==> src/rtl/bubble_sort_ctrl.sv <==
// Sequencing initiator that bubble-sorts a 2**ADDR_WIDTH-entry memory.
// It drives an external compare-and-swap unit one adjacent pair at a time and exits early after a pass with no swap.
module bubble_sort_ctrl #(
  parameter int ADDR_WIDTH = 2,
  parameter int TIMEOUT    = 15
) (
  input  logic                  clk,
  input  logic                  reset,
  input  logic                  go,
  input  logic                  cas_finish,
  input  logic                  cas_we,
  output logic                  cas_start,
  output logic [ADDR_WIDTH:0]   cas_i,
  output logic                  busy,
  output logic                  done,
  output logic                  error,
  output logic [ADDR_WIDTH:0]   pass_count
);

  localparam int N   = 2 ** ADDR_WIDTH;
  localparam int AW1 = ADDR_WIDTH + 1;
  localparam int CW  = $clog2(TIMEOUT + 1);

  localparam logic [ADDR_WIDTH:0] PAIR_LAST = AW1'(N - 2);
  localparam logic [ADDR_WIDTH:0] MAX_PASS  = AW1'(N - 1);
  localparam logic [CW-1:0]       WAIT_MAX  = CW'(TIMEOUT);

  localparam logic [2:0] S_IDLE  = 3'd0;
  localparam logic [2:0] S_ISSUE = 3'd1;
  localparam logic [2:0] S_WAIT  = 3'd2;
  localparam logic [2:0] S_NEXT  = 3'd3;
  localparam logic [2:0] S_DONE  = 3'd4;
  localparam logic [2:0] S_ERROR = 3'd5;

  logic [2:0]            state_q, state_d;
  logic [ADDR_WIDTH:0]   i_q, i_d;
  logic [ADDR_WIDTH:0]   pass_count_q, pass_count_d;
  logic                  swapped_q, swapped_d;
  logic [CW-1:0]         wait_cnt_q, wait_cnt_d;
  logic                  error_q, error_d;
  logic [ADDR_WIDTH:0]   limit;

  // Each pass leaves the largest remaining element at the end, so the last pair index shrinks by one per pass.
  assign limit = PAIR_LAST - pass_count_q;

  always_comb begin
    state_d      = state_q;
    i_d          = i_q;
    pass_count_d = pass_count_q;
    swapped_d    = swapped_q;
    wait_cnt_d   = wait_cnt_q;
    error_d      = error_q;
    case (state_q)
      S_IDLE: begin
        if (go) begin
          i_d          = '0;
          pass_count_d = '0;
          swapped_d    = 1'b0;
          error_d      = 1'b0;
          state_d      = S_ISSUE;
        end
      end
      S_ISSUE: begin
        wait_cnt_d = '0;
        state_d    = S_WAIT;
      end
      S_WAIT: begin
        if (cas_we) begin
          swapped_d = 1'b1;
        end
        wait_cnt_d = wait_cnt_q + 1'b1;
        if (cas_finish) begin
          state_d = S_NEXT;
        end else if (wait_cnt_d == WAIT_MAX) begin
          error_d = 1'b1;
          state_d = S_ERROR;
        end
      end
      S_NEXT: begin
        // Passing through NEXT also gives the responder one idle cycle before the next start.
        if (i_q < limit) begin
          i_d     = i_q + 1'b1;
          state_d = S_ISSUE;
        end else begin
          pass_count_d = pass_count_q + 1'b1;
          if (!swapped_q || (pass_count_d == MAX_PASS)) begin
            state_d = S_DONE;
          end else begin
            i_d       = '0;
            swapped_d = 1'b0;
            state_d   = S_ISSUE;
          end
        end
      end
      S_DONE: begin
        state_d = S_IDLE;
      end
      S_ERROR: begin
        if (go) begin
          error_d = 1'b0;
          state_d = S_IDLE;
        end
      end
      default: begin
        state_d = S_IDLE;
      end
    endcase
  end

  always_ff @(posedge clk or posedge reset) begin
    if (reset) begin
      state_q      <= S_IDLE;
      i_q          <= '0;
      pass_count_q <= '0;
      swapped_q    <= 1'b0;
      wait_cnt_q   <= '0;
      error_q      <= 1'b0;
    end else begin
      state_q      <= state_d;
      i_q          <= i_d;
      pass_count_q <= pass_count_d;
      swapped_q    <= swapped_d;
      wait_cnt_q   <= wait_cnt_d;
      error_q      <= error_d;
    end
  end

  assign cas_start  = (state_q == S_ISSUE);
  assign done       = (state_q == S_DONE);
  assign busy       = (state_q == S_ISSUE) || (state_q == S_WAIT) || (state_q == S_NEXT);
  assign error      = error_q;
  assign cas_i      = i_q;
  assign pass_count = pass_count_q;

  // Index and pass bounds that keep cas_i+1 inside the memory.
  a_index_bound: assert property (@(posedge clk) disable iff (reset) cas_i <= PAIR_LAST);
  a_pass_bound:  assert property (@(posedge clk) disable iff (reset) pass_count <= MAX_PASS);
  a_start_idle:  assert property (@(posedge clk) disable iff (reset) !(cas_start && (done || error)));

endmodule
==> config.mk <==
export PLATFORM = sky130hd
export DESIGN_NAME = bubble_sort_ctrl
export DESIGN_NICKNAME = d
export VERILOG_FILES = /design/src/rtl/bubble_sort_ctrl.sv
export SDC_FILE = /design/constraint.sdc
export NUM_CORES = 1
export LEC_CHECK = 0
export ABC_AREA = 1
export CAP_MARGIN = 20
export CORE_MARGIN = 8
export CORE_UTILIZATION = 52
export DETAILED_ROUTE_END_ITERATION = 8
export GPL_TIMING_DRIVEN = 1
export PLACE_DENSITY = 0.77
export SKIP_LAST_GASP = 1
export SYNTH_ARGS = -nofsm -noshare
export SYNTH_HDL_FRONTEND = slang
export SYNTH_SLANG_ARGS = --single-unit
==> constraint.sdc <==
create_clock -name clk -period 1.9 [get_ports clk]
set_input_delay 0.475 -clock clk [delete_from_list [all_inputs] [get_ports clk]]
set_output_delay 0.475 -clock clk [all_outputs]
set_load 0.01 [all_outputs]
==> results <==
==> repair_timing <==
action	CTS	global route
resized for setup	6	16
pin swaps	3	7
buffers inserted	2	3
hold buffers	0	0
endpoints found under the setup margin	11	10
==> cell families after synthesis <==
| group | count (synthesis) |
|---|---|
| adder cells (fa/ha/maj) | 7 |
| AO/OA/AOI/OAI | 8 |
| buffers and inverters | 24 |
| XOR/XNOR | 1 |
| flip-flops | 15 |
| AND/OR/NAND/NOR | 87 |
==> metal layers <==
layer,wire length (um),track usage [%]
met5,0,0
met4,68,6.46
met3,174,3.01
met2,1100,22.7
met1,1050,15.7
==> cell type report <==
type | count | area, sq um | area share [%]
repair buffers | 22 | 204 | 15.4
well taps | 27 | 33.8 | 2.54
multi-input cells | 103 | 602 | 45.3
clock buffers | 4 | 26.3 | 1.98
flip-flops and latches | 15 | 375 | 28.3
inverters | 23 | 86.3 | 6.50
==> final timing paths <==
path / start / end / slack, ps / cells past startpoint
min in group asynchronous: reset / cas_i[2]$_DFFE_PP0P_ / 540 / 2
setup / recovery: pass_count[1]$_DFFE_PP0P_ / pass_count[2]$_DFFE_PP0P_ / 40 / 15
hold reg to reg: error$_DFFE_PP0P_ / error$_DFFE_PP0P_ / 490 / 2
setup reg to reg: pass_count[1]$_DFFE_PP0P_ / pass_count[2]$_DFFE_PP0P_ / 40 / 15
hold / removal: error$_DFFE_PP0P_ / error$_DFFE_PP0P_ / 490 / 2
max in group asynchronous: reset / wait_cnt_q[0]$_DFFE_PP0P_ / 980 / 2
==> through the flow <==
step | util (%) | hold slack, ps | TNS [ps] | cells | area (sq um)
floorplan | - | 376 | 0 | 142 | 1020
global placement | 63.2 | 464 | 0 | 185 | 1200
detailed placement | 63.2 | 466 | -37.7 | 185 | 1200
CTS | 65.7 | 490 | -76.8 | 191 | 1250
global route | 69.8 | 539 | -250 | 194 | 1330
finish | 69.8 | 489 | 0 | 194 | 1330
==> critical path: cells and delay by family, from the launching register on <==
| kind | cells | cell delay, ps |
|---|---|---|
| fa+ha+maj | 2 | 490 |
| simple gates | 9 | 630 |
| buf+inv | 4 | 230 |
| flops | 1 | 420 |
==> report_power, final <==
part	internal, uW	total, uW	switching, uW
clock	81.6	183	101
sequential	438	554	116
combinational	602	1450	850
==> layout by cell type (no fill, tap or decap) <==
cell type,synthesis,final
sky130_fd_sc_hd__nand2_2,5,10
sky130_fd_sc_hd__nor2_2,2,3
sky130_fd_sc_hd__ha_2,0,1
sky130_fd_sc_hd__o22ai_1,1,1
sky130_fd_sc_hd__clkbuf_1,0,1
sky130_fd_sc_hd__nand3_2,1,2
sky130_fd_sc_hd__ha_1,7,4
sky130_fd_sc_hd__nand2_4,1,2
sky130_fd_sc_hd__clkdlybuf4s50_1,0,11
sky130_fd_sc_hd__nand3b_1,1,1
sky130_fd_sc_hd__nor2_4,3,3
sky130_fd_sc_hd__ha_4,0,2
sky130_fd_sc_hd__buf_4,0,7
sky130_fd_sc_hd__dfrtp_1,15,15
sky130_fd_sc_hd__nand3_1,12,11
sky130_fd_sc_hd__clkbuf_4,0,3
sky130_fd_sc_hd__dlymetal6s2s_1,0,1
sky130_fd_sc_hd__o21ai_0,4,4
sky130_fd_sc_hd__inv_1,20,15
sky130_fd_sc_hd__nand4_1,2,2
sky130_fd_sc_hd__a21oi_1,3,2
sky130_fd_sc_hd__nand2_1,54,48
sky130_fd_sc_hd__nor3_1,1,1
sky130_fd_sc_hd__a21oi_2,0,1
sky130_fd_sc_hd__inv_2,3,8
sky130_fd_sc_hd__buf_6,1,1
sky130_fd_sc_hd__nor2_1,5,4
sky130_fd_sc_hd__xor2_1,1,1
sky130_fd_sc_hd__dlygate4sd2_1,0,2
==> sequential cells by signal, summed over array words and instances, names as in the netlist <==
register,count
wait_cnt_q,4
state_q,3
cas_i,3
pass_count,3
swapped_q,1
error,1
==> flow_summary.yaml <==
synthesis:
  yosys.cell_count.top_type: "sky130_fd_sc_hd__nand2_1"
  combinational_family_with_the_most_area_after_synthesis: "simple AND/OR/NAND/NOR gates"
  mappedNetlistArea_sq_um: 1020
  postSynthRegisterBits: 15
  synth-compound-area-share_pct: 4.06
  synth_area_per_cell_sq_um: 7.15
  post-synth-top-area-fraction_pct: 36.9
  ys_warn_count: 0
  synth.lib_cells_used.distinct: 20
  asyncSetResetFlopFracSynth_pct: 100
  postSynth.topFlopCell: "sky130_fd_sc_hd__dfrtp_1"
  post_synth_simple_gate_area_pct: 39.9
  ys_seq_area_share_pct: 36.9
  post_synth_inst_count: 142
  synth_nets: 154
  post_synth_mux_area_share_pct: 0
  synth_fa_ha_area_share_pct: 8.62
  post_synth_xor_area_fraction_pct: 0.862
  cell_type_with_the_largest_total_area_after_synthesis: "sky130_fd_sc_hd__dfrtp_1"
  synth.top_cells.by_count: "sky130_fd_sc_hd__nand2_1 (54), sky130_fd_sc_hd__inv_1 (20), sky130_fd_sc_hd__dfrtp_1 (15)"
  post_synth_main_area_contributors: "sky130_fd_sc_hd__dfrtp_1 (37%), sky130_fd_sc_hd__nand2_1 (20%), sky130_fd_sc_hd__ha_1 (8.6%), sky130_fd_sc_hd__inv_1 (7.4%), sky130_fd_sc_hd__nand3_1 (5.9%)"
  synth-edff-count: 0
setup_path:
  worst_ep_arrival_time_ps: 2050
  critPathMaxStageDelay_ps: 420
  cp_slowest_cell: "sky130_fd_sc_hd__dfrtp_1"
  worstSetupPathType: "reg -> reg"
  crit_chain: "ha_2 -> inv_2 -> nand2_2 -> nand2_2 -> inv_2 -> ha_4 -> nand2_2 -> inv_2 -> nand2_2 -> nand2_4 -> nor2_4 -> nor2_4 -> inv_2 -> nand2_1 -> nand2_1"
  startpoint_type: "flop"
  data_required_critical_path_ps: 2090
  timing.critical_path.to_type: "flop"
  worst-path-max-fanout: 4
clocking:
  tritoncts: "done"
  cts-htree-levels: 1
  ctsLongestPathBuffers: 2
  cts_num_sinks: 15
  insertion_delay_to_the_later_sink_of_the_worst_skew_pair_ps: 290
  worst_setup_hold_path_clk_slew_ps: 90
  clock_tree.root_cell: "sky130_fd_sc_hd__clkbuf_4"
  tritoncts.num_buffers: 3
floorplan:
  initial_utilization_pct: 53.4
  die_w_um: 60.2
  design.die.area_sq_um: 3620
  io_pins: 15
  floorplan.rows: 16
  floorplan.die.height_um: 60.2
  floorplan.core_area_sq_um: 1900
grt:
  initial_antenna_violation_count: 0
  grt_start_max_net_pins: 16
  first_global_vias: 924
  gr-total-overflow: 0
  grt_first_pass_wirelength_mm: 3.78
  gr-usage-all-layers_pct: 13.5
sta:
  timing.final.hold_violations: 0
  worstMarginPinSlew_ps: 580
  final_critical_path_setup_slack_ps: 39.2
  relSlewSlack_pct: 61.3
  finalSetupViolations: 0
  fmax_ghz: 0.537
  post-route-period-util_pct: 97.9
  finalCriticalPeriod_ps: 1860
  clock_skew_ps: 7.72
  maxSlewViolCount: 0
  setup_repair_after_global_routing_missed_its_margin: "true"
drt:
  wl_per_cell_um: 12.3
  avgViaCountPerCell: 5.03
  drtPass1Iterations: 4
  routed-via-count: 975
  ant_nets: 0
  drc: 0
  route.final.wire_length_mm: 2.39
  drtIter0Drc: 27
placed_design:
  post-dp-hpwl_mm: 1.65
  preCtsSetupSlack_ps: -18.3
  place.port_buffers: 14
  gp_congestion: 0.851
cells_and_area:
  final_nets: 180
  area_delta_synth_final_pct: 30.7
  antennaDiodeCount: 0
  drive_above_1_share_pct: 25.7
  fillCellCount: 153
power_and_ir_drop:
  power_uw: 2190
  cellPowerDensity_nw_per_um2: 1650
  worst_ir_drop_vdd_mv: 0.970
  power.static_leakage_uw: 0.000719
job:
  drv_cap: 0
min_path:
  worst_hold_path_type: "reg -> reg"
run_status:
  status: "finished clean"
No activity file was read; power rests on OpenSTA's default activity.
